File: src/rtl/f2i_if.sv
// Operand/result bundle for the bfloat16-to-fixed converter.
// The master side drives the operand strobe; the slave side returns the fixed-point result and status.
interface f2i_if #(
  parameter int EXP_WIDTH   = 8,
  parameter int FRACT_WIDTH = 7
);
  logic                   valid_i;
  logic                   sgn_i;
  logic [EXP_WIDTH-1:0]   exp_i;
  logic [FRACT_WIDTH-1:0] fract_i;
  logic [EXP_WIDTH-1:0]   integer_o;
  logic [FRACT_WIDTH-1:0] fract_o;
  logic                   valid_o;
  logic                   busy_o;
  logic                   ovf_o;
  logic                   unf_o;
  logic                   nan_o;

  modport master (
    output valid_i, sgn_i, exp_i, fract_i,
    input  integer_o, fract_o, valid_o, busy_o, ovf_o, unf_o, nan_o
  );

  modport slave (
    input  valid_i, sgn_i, exp_i, fract_i,
    output integer_o, fract_o, valid_o, busy_o, ovf_o, unf_o, nan_o
  );
endinterface

File: src/rtl/f2i.sv
// Iterative bfloat16 to signed fixed-point converter: one denormalising shift per clock,
// round-half-up on magnitude, saturation with ovf/unf/nan status.
module f2i #(
  parameter int EXP_WIDTH   = 8,
  parameter int FRACT_WIDTH = 7,
  parameter int BIAS        = 127
) (
  input  logic clk,
  input  logic rst,
  f2i_if.slave bus
);
  localparam int W  = EXP_WIDTH + FRACT_WIDTH;
  localparam int EW = EXP_WIDTH + 2;
  localparam int CW = 4;
  localparam logic signed [EW-1:0] E_BIAS = EW'(BIAS);
  localparam logic signed [EW-1:0] E_SAT  = EW'(FRACT_WIDTH);
  localparam logic signed [EW-1:0] E_UNF  = EW'(-(FRACT_WIDTH + 2));
  localparam logic [W-1:0] MAX_POS = {1'b0, {(W-1){1'b1}}};
  localparam logic [W-1:0] MAX_NEG = {1'b1, {(W-1){1'b0}}};

  typedef enum logic [1:0] {IDLE, CHECK, SHIFT, ROUND} state_t;

  state_t                 state_reg, state_next;
  logic                   sgn_reg, sgn_next;
  logic [EXP_WIDTH-1:0]   exp_reg, exp_next;
  logic [FRACT_WIDTH-1:0] fract_reg, fract_next;
  logic [W-1:0]           mag_reg, mag_next;
  logic [CW-1:0]          cnt_reg, cnt_next;
  logic                   dir_reg, dir_next;
  logic                   rnd_reg, rnd_next;
  logic                   ovf_reg, ovf_next;
  logic                   unf_reg, unf_next;
  logic                   nan_reg, nan_next;
  logic [EXP_WIDTH-1:0]   int_out_reg, int_out_next;
  logic [FRACT_WIDTH-1:0] fract_out_reg, fract_out_next;
  logic                   valid_out_reg, valid_out_next;
  logic                   ovf_out_reg, ovf_out_next;
  logic                   unf_out_reg, unf_out_next;
  logic                   nan_out_reg, nan_out_next;

  logic signed [EW-1:0]   e_val;
  logic [FRACT_WIDTH:0]   mant;
  logic [W-1:0]           mag_rnd;
  logic [W-1:0]           res;

  always_ff @(posedge clk or posedge rst) begin
    if (rst) begin
      state_reg     <= IDLE;
      sgn_reg       <= 1'b0;
      exp_reg       <= '0;
      fract_reg     <= '0;
      mag_reg       <= '0;
      cnt_reg       <= '0;
      dir_reg       <= 1'b0;
      rnd_reg       <= 1'b0;
      ovf_reg       <= 1'b0;
      unf_reg       <= 1'b0;
      nan_reg       <= 1'b0;
      int_out_reg   <= '0;
      fract_out_reg <= '0;
      valid_out_reg <= 1'b0;
      ovf_out_reg   <= 1'b0;
      unf_out_reg   <= 1'b0;
      nan_out_reg   <= 1'b0;
    end else begin
      state_reg     <= state_next;
      sgn_reg       <= sgn_next;
      exp_reg       <= exp_next;
      fract_reg     <= fract_next;
      mag_reg       <= mag_next;
      cnt_reg       <= cnt_next;
      dir_reg       <= dir_next;
      rnd_reg       <= rnd_next;
      ovf_reg       <= ovf_next;
      unf_reg       <= unf_next;
      nan_reg       <= nan_next;
      int_out_reg   <= int_out_next;
      fract_out_reg <= fract_out_next;
      valid_out_reg <= valid_out_next;
      ovf_out_reg   <= ovf_out_next;
      unf_out_reg   <= unf_out_next;
      nan_out_reg   <= nan_out_next;
    end
  end

  always_comb begin
    state_next     = state_reg;
    sgn_next       = sgn_reg;
    exp_next       = exp_reg;
    fract_next     = fract_reg;
    mag_next       = mag_reg;
    cnt_next       = cnt_reg;
    dir_next       = dir_reg;
    rnd_next       = rnd_reg;
    ovf_next       = ovf_reg;
    unf_next       = unf_reg;
    nan_next       = nan_reg;
    int_out_next   = int_out_reg;
    fract_out_next = fract_out_reg;
    valid_out_next = 1'b0;
    ovf_out_next   = ovf_out_reg;
    unf_out_next   = unf_out_reg;
    nan_out_next   = nan_out_reg;

    e_val   = $signed({2'b00, exp_reg}) - E_BIAS;
    mant    = {1'b1, fract_reg};
    mag_rnd = mag_reg + W'(rnd_reg);
    res     = sgn_reg ? -mag_rnd : mag_rnd;

    case (state_reg)
      IDLE: begin
        if (bus.valid_i) begin
          sgn_next     = bus.sgn_i;
          exp_next     = bus.exp_i;
          fract_next   = bus.fract_i;
          ovf_next     = 1'b0;
          unf_next     = 1'b0;
          nan_next     = 1'b0;
          ovf_out_next = 1'b0;
          unf_out_next = 1'b0;
          nan_out_next = 1'b0;
          state_next   = CHECK;
        end
      end

      CHECK: begin
        // Special cases preload the final magnitude so ROUND treats every path alike.
        rnd_next   = 1'b0;
        state_next = ROUND;
        if (exp_reg == '0) begin
          mag_next = '0;
          unf_next = (fract_reg != '0);
        end else if (&exp_reg) begin
          ovf_next = 1'b1;
          if (fract_reg != '0) begin
            nan_next = 1'b1;
            sgn_next = 1'b0;
            mag_next = MAX_POS;
          end else begin
            mag_next = sgn_reg ? MAX_NEG : MAX_POS;
          end
        end else if (e_val >= E_SAT) begin
          if (sgn_reg && (e_val == E_SAT) && (fract_reg == '0)) begin
            mag_next = MAX_NEG;
          end else begin
            ovf_next = 1'b1;
            mag_next = sgn_reg ? MAX_NEG : MAX_POS;
          end
        end else if (e_val <= E_UNF) begin
          mag_next = '0;
          unf_next = 1'b1;
        end else begin
          mag_next = W'(mant);
          dir_next = e_val[EW-1];
          cnt_next = e_val[EW-1] ? CW'(-e_val) : CW'(e_val);
          if (e_val != '0) begin
            state_next = SHIFT;
          end
        end
      end

      SHIFT: begin
        if (dir_reg) begin
          mag_next = mag_reg >> 1;
          rnd_next = mag_reg[0];
        end else begin
          mag_next = mag_reg << 1;
        end
        cnt_next = cnt_reg - CW'(1);
        if (cnt_reg == CW'(1)) begin
          state_next = ROUND;
        end
      end

      ROUND: begin
        int_out_next   = res[W-1:FRACT_WIDTH];
        fract_out_next = res[FRACT_WIDTH-1:0];
        ovf_out_next   = ovf_reg;
        unf_out_next   = unf_reg;
        nan_out_next   = nan_reg;
        valid_out_next = 1'b1;
        state_next     = IDLE;
      end

      default: state_next = IDLE;
    endcase
  end

  assign bus.integer_o = int_out_reg;
  assign bus.fract_o   = fract_out_reg;
  assign bus.valid_o   = valid_out_reg;
  assign bus.busy_o    = (state_reg != IDLE);
  assign bus.ovf_o     = ovf_out_reg;
  assign bus.unf_o     = unf_out_reg;
  assign bus.nan_o     = nan_out_reg;
endmodule
File: src/flat_wrapper.sv
// flat-port wrapper written by rule: the top's interface ports become plain ports
module f2i_flat 
#(
  parameter int EXP_WIDTH   = 8,
  parameter int FRACT_WIDTH = 7,
  parameter int BIAS        = 127
)
  (clk, rst, bus_valid_i, bus_sgn_i, bus_exp_i, bus_fract_i, bus_integer_o, bus_fract_o, bus_valid_o, bus_busy_o, bus_ovf_o, bus_unf_o, bus_nan_o);
  f2i_if #(.EXP_WIDTH(EXP_WIDTH), .FRACT_WIDTH(FRACT_WIDTH)) bus_i ();
  input  logic clk;
  input  logic rst;
  input wire logic [$bits(bus_i.valid_i)-1:0] bus_valid_i;
  input wire logic [$bits(bus_i.sgn_i)-1:0] bus_sgn_i;
  input wire logic [$bits(bus_i.exp_i)-1:0] bus_exp_i;
  input wire logic [$bits(bus_i.fract_i)-1:0] bus_fract_i;
  output wire logic [$bits(bus_i.integer_o)-1:0] bus_integer_o;
  output wire logic [$bits(bus_i.fract_o)-1:0] bus_fract_o;
  output wire logic [$bits(bus_i.valid_o)-1:0] bus_valid_o;
  output wire logic [$bits(bus_i.busy_o)-1:0] bus_busy_o;
  output wire logic [$bits(bus_i.ovf_o)-1:0] bus_ovf_o;
  output wire logic [$bits(bus_i.unf_o)-1:0] bus_unf_o;
  output wire logic [$bits(bus_i.nan_o)-1:0] bus_nan_o;
  assign bus_i.valid_i = bus_valid_i;
  assign bus_i.sgn_i = bus_sgn_i;
  assign bus_i.exp_i = bus_exp_i;
  assign bus_i.fract_i = bus_fract_i;
  assign bus_integer_o = bus_i.integer_o;
  assign bus_fract_o = bus_i.fract_o;
  assign bus_valid_o = bus_i.valid_o;
  assign bus_busy_o = bus_i.busy_o;
  assign bus_ovf_o = bus_i.ovf_o;
  assign bus_unf_o = bus_i.unf_o;
  assign bus_nan_o = bus_i.nan_o;
  f2i #(.EXP_WIDTH(EXP_WIDTH), .FRACT_WIDTH(FRACT_WIDTH), .BIAS(BIAS)) u_core (.clk(clk), .rst(rst), .bus(bus_i));
endmodule
File: config.mk
export PLATFORM = sky130hd
export DESIGN_NAME = f2i_flat
export DESIGN_NICKNAME = d
export VERILOG_FILES = /design/src/rtl/f2i_if.sv /design/src/rtl/f2i.sv /design/src/flat_wrapper.sv
export SDC_FILE = /design/constraint.sdc
export NUM_CORES = 1
export LEC_CHECK = 0
export CORE_ASPECT_RATIO = 2
export CORE_MARGIN = 2
export CORE_UTILIZATION = 55
export CTS_BUF_LIST = sky130_fd_sc_hd__clkbuf_4 sky130_fd_sc_hd__clkbuf_8 sky130_fd_sc_hd__clkbuf_16
export DETAILED_ROUTE_END_ITERATION = 10
export GPL_TIMING_DRIVEN = 0
export PLACE_DENSITY_LB_ADDON = 0.2
export SLEW_MARGIN = 0
export SYNTH_ARGS = -nofsm -noshare
export SYNTH_HDL_FRONTEND = slang
export SYNTH_SLANG_ARGS = --single-unit
File: constraint.sdc
create_clock -name clk -period 3.3 [get_ports clk]
set_input_delay 0.33 -clock clk [delete_from_list [all_inputs] [get_ports clk]]
set_output_delay 0.33 -clock clk [all_outputs]
set_load 0.05 [all_outputs]
---- Yosys cells after proc, flatten, opt, wreduce, memory -nomap -nowiden ----
Index checks and enable logic that the tools add are counted.
word-level totals
  flip-flop bits (word level) ............. 61
  logic and storage cells ................. 118
cells by class
  $add $sub $neg .......................... 5
  $lt $le $gt $ge ......................... 2
  eq/ne operators ......................... 19
  mux-type cells .......................... 50
  bitwise gates (word level) .............. 4
  reductions and logical operators ........ 21
operator list
  kind                 number
  $mux 15              8
  $pmux 15 s2          1
  $reduce_and 5->1     5
  $mux 4               5
  $mux 1               19
  $pmux 1 s2           8
  $add 15x1->15        1
  $neg 15->15          1
  $mux 2               6
  $ne 2x2->1 const B   5
  $reduce_bool 10->1   1
  $eq 9x4->1 const B   1
  $ge 9x4->1 const B   1
  $le 9x5->1 const B   1
  $ne 3x2->1 const B   3
  $sub 8x7->9 const B  1
  $logic_not 8->1      1
  $mux 8               1
  $ne 2x1->1 const B   4
  $pmux 2 s4           1
  $pmux 4 s2           1
  $reduce_and 2->1     4
  $reduce_and 8->1     1
  $reduce_bool 2->1    4
  other kinds (11)     17

---- Logic depth before layout (Yosys ltp) ----
Gate-level depths: netlist of run 1.
  depth after elaboration ................. 9
  gate-level depth with buffers ........... 11
  mapped depth without buffers ............ 9

---- Worst setup path after synthesis of run 1 ----
No wires, ideal clock.
  path type ............................... register to register
  start ................................... reg u_core.exp_reg[0]
  end ..................................... reg u_core.mag_reg[1]
  library setup time ...................... 0.120 ns
  arrival ................................. 2.271 ns
  required time ........................... 3.180 ns
  slack ................................... 0.910 ns
  cell stages (with the launch flop) ...... 12
  clock period less this slack ............ 2.390 ns
  path through ............................ dfrtp_1 buf_4 inv_1 ha_1 nor2b_1 o22ai_1 nand3_1 and3b_1 buf_6 a2111oi_4 nor3b_2 a31o_1
between the ends
  word-level cells in the longest chain between the ends .. 9
ends and longest elaborated chain
  item                                                                 RTL line    RTL
  start: declaration                                                   f2i.sv:25   logic [EXP_WIDTH-1:0] exp_reg, exp_next;
  start signal: assignment                                             f2i.sv:68   exp_reg <= exp_next;
  parallel branches: the longest is 7 deep, another holds $sub 8x7->9  --
  $mux 15 (*)                                                          f2i.sv:130  if (exp_reg == '0) begin
  $pmux 15 s2 (*)                                                      f2i.sv:110  case (state_reg)
  end signal: assignment                                               f2i.sv:70   mag_reg <= mag_next;
  end: declaration                                                     f2i.sv:27   logic [W-1:0] mag_reg, mag_next;
Mark *: on every way between the ends.
A chain may end at the register's enable or synchronous reset.

---- Worst setup path in the final report of run 1 ----
  start ................................... reg u_core.exp_reg[0]
  end ..................................... reg u_core.mag_reg[2]
The elaborated chain is that of the path after synthesis.

==> impl_metrics.py, run 1 <==
metrics = {
    "synthesis": {
        "synthesis.area_um2": 4360,
        "synth_seq_cells": 61,
        "synth_fp_nets": 495,
        "synth_top_family_by_area": "compound AO/OA/AOI/OAI gates",
        "synth-seq-area-share_pct": 35.01,
        "synth_top_area_share_pct": 35.01,
        "synth_compound_area_share_pct": 18.51,
        "synthFlopType": "dfrtp_1",
        "synth-adder-area-share_pct": 3.443,
        "syn_inst": 464,
        "yosys.area_share.simple_pct": 18.34,
        "muxShareOfSynthArea_pct": 11.71,
        "synth_xor_area_share_pct": 6.628,
        "yosysWarnings": 0,
        "yosysTopAreaCell": "dfrtp_1",
        "ys_types": 68,
        "synth_edf_count": 0,
        "synth-async-reset-ratio_pct": 100.0,
        "postSynthAreaPerCell_um2": 9.397,
        "synthTopCellsByArea": "dfrtp_1 (35%), mux2_2 (7.2%), xnor2_1 (5.8%)",
    },
    "setup_path": {
        "cp_data_arrival_time_ps": 3070,
        "crit_fanout": 10,
        "start_kind": "flip-flop",
        "worstPathRequired_ps": 3570,
        "crit_slowest_cell": "nor3b_2",
        "cp-end-kind": "flip-flop",
        "crit_chain": "buf_4, inv_1, ha_1, nor2b_1, o22ai_1, nand3_1, and3b_1, buf_6, o41ai_1, nor3b_2, a31o_1",
        "crit_path_max_incr_delay_ps": 490,
        "crit_type": "flip-flop to flip-flop",
        "crit-reg2reg-launch": "u_core.exp_reg[0]",
        "startpoint": "u_core.exp_reg[0]",
    },
    "sta": {
        "worstMarginPinSlew_ps": 689.3,
        "layout_min_cycle_time_ps": 2803,
        "tns_ps": 0,
        "finClkSkew_ps": 6.013,
        "hold_violations": 0,
        "finalSetupViolCount": 0,
        "max_freq_mhz": 356.8,
        "maxSlewViolCount": 0,
        "min_period_over_period_pct": 84.94,
        "rsz0062_at_grt": "no",
        "maxSlewHeadroom_pct": 54.04,
        "fin_ws_ps": 497.0,
    },
    "routing": {
        "num_vias": 3620,
        "routed_wl_um": 9894,
        "wl_per_cell_um": 16.09,
        "dr.pass1.iters": 5,
        "drc": 0,
        "detail-route-antenna-nets": 0,
        "viasPerCell": 5.886,
        "first_iter_violations": 265,
    },
    "finish": {
        "num-fill-cells": 680,
        "multi_input_area_um2": 2556,
        "postLayoutCoreUtil_pct": 66.82,
        "area_delta_synth_final_pct": 19.94,
        "seq_area_um2": 1526,
        "mostFrequentLayoutCells": "dfrtp_1 (61), nand2_1 (42), clkdlybuf4s50_1 (38), nor2_1 (32), xnor2_1 (29)",
        "diodes": 0,
        "final_common_cell": "dfrtp_1",
        "largest_reg_flops": 15,
        "post_route_cells_drive_above_1_share_pct": 16.38,
        "nNetsFinal": 545,
    },
    "floorplanning": {
        "core_area_um2": 7828,
        "rows": 46,
        "die_y_um": 129.9,
        "start_util_pct": 55.71,
        "die_w_um": 66.96,
        "die_area_um2": 8699,
        "pin_count": 39,
    },
    "power_and_ir_drop": {
        "peakVddDrop_mv": 0.6153,
        "p_seq_share_pct": 21.9,
        "p_leak_uw": 0.002125,
        "combinationalPowerShare_pct": 60.6,
        "switching_share_pct": 45.10,
        "power_density_nw_per_um2": 1212,
        "power_switching_uw": 2859,
        "power_frac_clock_pct": 17.5,
        "p_int_uw": 3480,
    },
    "clock_network": {
        "cts_tree": "built",
        "cts-buffers-inserted": 9,
        "cts_buffer_depth": 2,
        "cts-resized-gates": 0,
        "path_clk_slew_ps": 50,
        "post-cts-setup-buffers": 0,
        "root_buffer": "clkbuf_16",
        "hold_buffers": 0,
        "clkSinkCount": 61,
        "clk_latency_ps": 330,
        "cts_htree_levels": 3,
    },
    "run_status": {
        "outcome": "completed",
    },
    "grt": {
        "use_met1_pct": 32.35,
        "grt_max_degree": 35,
        "grt_pass1_vias": 3422,
        "grt_use_met2_pct": 41.06,
        "grt_pass1_wl_um": 16640,
        "globalRouteMet3Util_pct": 4.138,
        "overflow": 0,
        "grt.busiest_layer": "met2",
        "grt_use_total_pct": 24.84,
        "antenna_found_initial": 0,
    },
    "placed_design": {
        "gp_congestion": 0.8710,
        "post-place-ws_ps": 499.5,
        "io_buffers": 38,
        "dp_hpwl_um": 7132,
    },
    "job": {
        "cap_viol_max_count": 0,
    },
    "min_path": {
        "hold_class": "input port to async pin",
    },
}
==> power groups by stage <==
stage	registers, uW	logic [uW]	clock network, uW
after floorplan	1710	2610	0
after global placement	1380	3750	0
after detailed placement	1400	3810	0
after CTS	1390	3840	1120
after global routing	1440	4200	1160
final	1390	3840	1110
==> cell usage after synthesis, types with 2 or more instances <==
library cell  number
ha_1              12
o22ai_1           10
o41ai_1            3
nand2b_1           9
dfrtp_1           61
o21ai_0           21
nor2_1            32
buf_6              3
nand3_1           15
a31oi_1            5
a21oi_2            2
and3_1             4
nand2_1           42
inv_1             22
and4b_1            2
mux2_2            28
clkbuf_1          15
buf_4              7
xnor2_1           29
nor2b_1            6
a21boi_0           2
a21oi_1           18
buf_2              5
o22a_1             7
o31ai_2            2
xor2_1             4
a311oi_1           2
a31o_1             7
nor3_1             6
o211ai_1           7
mux2i_1           18
and3b_1            2
or3_1              3
o31ai_1            5
nor4_1             3
nand4_2            3
a32o_1             4
nand4_1            4
buf_1              5
==> layer usage <==
| metal | wire (um) | vias to the layer above | share of wire [%] |
|---|---|---|---|
| met5 | 0 | - | 0 |
| met4 | 190 | 0 | 1.9 |
| met3 | 340 | 17 | 3.4 |
| met2 | 5069 | 80 | 51 |
| met1 | 4293 | 1752 | 43 |
| li1 | - | 1771 | - |
==> critical path: cells and delay by family (launching register included) <==
family | cells | cell delay (ps)
compound gates | 3 | 470
simple gates | 4 | 1040
fa+ha+maj | 1 | 350
flops | 1 | 420
buf+inv | 3 | 430
==> area by class of cell <==
cell class	instances	share of cell area, %
Buffer	36	3.660
Clock buffer	12	4.856
Clock inverter	4	1.818
Inverter	23	1.651
Multi-Input combinational cell	344	48.88
Sequential cell	61	29.19
Tap cell	96	2.297
Timing Repair Buffer	39	7.655
==> cells by family (layout without fill, tap and decap cells) <==
logic type,count (synthesis),count (layout)
AND/OR/NAND/NOR,146,146
XOR/XNOR,33,33
adder cells (fa/ha/maj),12,12
flip-flops,61,61
multiplexers,47,47
buffers and inverters,59,114
AO/OA/AOI/OAI,106,106
==> worst paths after layout <==
path / cells past startpoint / endpoint / slack [ps]
max: 11 / u_core.mag_reg[2] / 500
min: 2 / u_core.exp_reg[1] / 400
max reg2reg: 11 / u_core.mag_reg[2] / 500
min reg2reg: 1 / u_core.bus.ovf_o / 500
max in group asynchronous: 3 / u_core.mag_reg[6] / 2300
min in group clk: 1 / u_core.bus.ovf_o / 500
==> through the flow <==
stage / cells / total power, uW / instance area [um^2] / hold WS [ps]
CTS: 615 / 6341 / 5230 / 432.9
detailed placement: 599 / 5209 / 4881 / 486.2
finish: 615 / 6340 / 5230 / 404.9
floorplan: 464 / 4319 / 4360 / 445.3
global route: 615 / 6802 / 5230 / 470.7
global placement: 598 / 5133 / 4861 / 476.1
Power figures use the tool's default switching activity.
==> run 2, diff against run 1 <==
--- a/config.mk
+++ b/config.mk
@@ -7,7 +7,7 @@
 export LEC_CHECK = 0
 export CORE_ASPECT_RATIO = 2
 export CORE_MARGIN = 2
-export CORE_UTILIZATION = 55
+export CORE_UTILIZATION = 53
 export CTS_BUF_LIST = sky130_fd_sc_hd__clkbuf_4 sky130_fd_sc_hd__clkbuf_8 sky130_fd_sc_hd__clkbuf_16
 export DETAILED_ROUTE_END_ITERATION = 10
 export GPL_TIMING_DRIVEN = 0
==> constraint.sdc (replaced) <==
create_clock -name clk -period 2.4 [get_ports clk]
set_input_delay 0.24 -clock clk [delete_from_list [all_inputs] [get_ports clk]]
set_output_delay 0.24 -clock clk [all_outputs]
set_load 0.05 [all_outputs]
==> run 2 against run 1 <==
Net effect:
- the run now ends with negative setup slack left
- largest power group unchanged
- register-to-register slack worse by 530 ps
- clock power increased by 11%
- die area grew 3.6%
- critical path type unchanged
- global-route usage rose by 2.8 points
- largest cell class unchanged
- critical path depth did not move
==> impl_metrics.py, run 2 (synthesized netlist as in run 1, its figures left out) <==
metrics = {
    "floorplanning": {
        "pin_count": 39,
        "die_y_um": 132.3,
        "rows": 46,
        "core_area_um2": 7943,
        "die_w_um": 68.14,
        "die_area_um2": 9013,
        "start_util_pct": 54.90,
    },
    "placed_design": {
        "gp_congestion": 0.8965,
        "post-place-ws_ps": -386.9,
        "dp_hpwl_um": 8424,
        "io_buffers": 38,
    },
    "sta": {
        "maxSlewHeadroom_pct": 44.56,
        "hold_violations": 0,
        "finClkSkew_ps": 7.143,
        "tns_ps": -198.6,
        "fin_ws_ps": -34.94,
        "min_period_over_period_pct": 101.5,
        "layout_min_cycle_time_ps": 2435,
        "max_freq_mhz": 410.7,
        "finalSetupViolCount": 8,
        "rsz0062_at_grt": "yes",
        "maxSlewViolCount": 0,
        "worstMarginPinSlew_ps": 831.6,
    },
    "setup_path": {
        "worstPathRequired_ps": 2630,
        "startpoint": "u_core.exp_reg[0]",
        "crit_type": "flip-flop to flip-flop",
        "reg2reg_slack_ps": -30,
        "cp_data_arrival_time_ps": 2670,
        "crit_fanout": 8,
        "reg2reg_depth": 11,
        "cp-end-kind": "flip-flop",
        "crit-reg2reg-launch": "u_core.exp_reg[0]",
        "worstReg2RegEnd": "u_core.mag_reg[2]",
        "start_kind": "flip-flop",
        "setup.worst_path.end": "u_core.mag_reg[2]",
    },
    "clock_network": {
        "hold_buffers": 0,
        "path_clk_slew_ps": 50,
        "cts_buffer_depth": 2,
        "cts-buffers-inserted": 9,
        "root_buffer": "clkbuf_16",
        "clkSinkCount": 61,
        "cts_htree_levels": 3,
        "clk_latency_ps": 340,
        "cts_tree": "built",
    },
    "run_status": {
        "outcome": "complete, but fails checks",
        "failed_checks": "negative setup slack",
    },
    "finish": {
        "num-fill-cells": 629,
        "mostFrequentLayoutCells": "dfrtp_1 (60), nand2_1 (39), clkdlybuf4s50_1 (38), nor2_1 (31), xnor2_1 (29)",
        "largest_reg_flops": 15,
        "post_route_cells_drive_above_1_share_pct": 24.40,
        "area_delta_synth_final_pct": 27.49,
        "final_common_cell": "dfrtp_1",
        "diodes": 0,
        "nNetsFinal": 567,
    },
    "job": {
        "cap_viol_max_count": 0,
    },
    "routing": {
        "viasPerCell": 6.027,
        "detail-route-antenna-nets": 0,
        "drc": 0,
        "num_vias": 3839,
        "routed_wl_um": 11590,
        "wl_per_cell_um": 18.19,
        "first_iter_violations": 258,
        "dr.pass1.iters": 5,
    },
    "power_and_ir_drop": {
        "power_switching_uw": 4330,
        "p_int_uw": 4876,
        "p_leak_uw": 0.002255,
        "switching_share_pct": 47.03,
        "p_seq_share_pct": 20.7,
        "peakVddDrop_mv": 0.7322,
        "power_frac_clock_pct": 13.4,
        "power_uw": 9206,
        "combinationalPowerShare_pct": 65.9,
        "power_density_nw_per_um2": 1656,
    },
    "min_path": {
        "hold_class": "input port to async pin",
    },
    "grt": {
        "overflow": 0,
        "grt_pass1_vias": 3875,
        "antenna_found_initial": 0,
        "grt_pass1_wl_um": 18460,
        "grt_max_degree": 42,
        "grt_use_total_pct": 27.60,
    },
}
[run 2: cell types whose count changed in the layout (fill, tap and decap cells not counted), sizes merged]
| cell | change |
|---|---|
| buf | +22 |
| bufinv | -3 |
| inv | -1 |
| clkinv | +2 |
| clkinvlp | +2 |
[run 2: layout make-up]
class / count / area [um^2] / share of cell area, %
repair buffers: 61 / 565.5 / 10.17
well taps: 96 / 120.1 / 2.161
flip-flops and latches: 61 / 1528 / 27.48
plain buffers: 36 / 212.7 / 3.826
clock buffers: 12 / 260.3 / 4.682
multi-input cells: 344 / 2760 / 49.65
inverters: 23 / 90.09 / 1.621
clock inverters: 4 / 22.52 / 0.4051
[run 2: through the flow]
stage	hold slack (ps)	area (um^2)	utilization, %	cells
final	249.3	5559	69.99	637
after global routing	287.5	5559	69.99	637
after CTS	262.4	5383	67.77	628
after detailed placement	495.1	4881	61.45	599
after global placement	487.8	4861	61.20	598
after floorplan	355.3	4360	-	464
[run 2: worst max-delay path, cell delays in order, from the launching register on]
cell and delay (ps):
dfrtp_1 390, buf_6 130, clkinvlp_4 110, ha_4 290, nor2b_4 140, o22ai_1 80, nand3_1 90, and3b_1 190
buf_6 140, a2111oi_4 410, nor3b_4 130, a31o_1 230
[run 2: power groups by stage]
stage	Sequential [uW]	Combinational [uW]	Clock [uW]
after floorplan	2350	3590	0
after global placement	1880	5220	0
after detailed placement	1910	5350	0
after CTS	1900	5700	1250
after global routing	1970	6550	1300
final	1910	6060	1230
[run 2: metal layers]
layer,track usage [%],vias to the layer above,part of all wire [%]
met5,0,-,0
met3,5.722,29,3.5
met4,15.44,0,4.1
li1,-,1810,-
met1,25.85,1890,32
met2,51.40,110,60
[run 2: worst min-delay path by stage]
stage	depth (start not counted)	slack [ps]	endpoint
floorplan	2	360	u_core.sgn_reg
global placement	2	490	u_core.nan_reg
detailed placement	1	500	u_core.bus.integer_o[4]
CTS	2	260	u_core.mag_reg[12]
global route	2	290	u_core.bus.valid_o
finish	2	250	u_core.bus.valid_o
[run 2: timing repair]
| item | in CTS | in global routing |
|---|---|---|
| pin swaps | 13 | 18 |
| endpoints found under the hold margin | 0 | 0 |
| gates resized for setup | 27 | 22 |
| setup buffers | 15 | 10 |
| setup endpoints to repair | 37 | 24 |
| cloned | 0 | 0 |
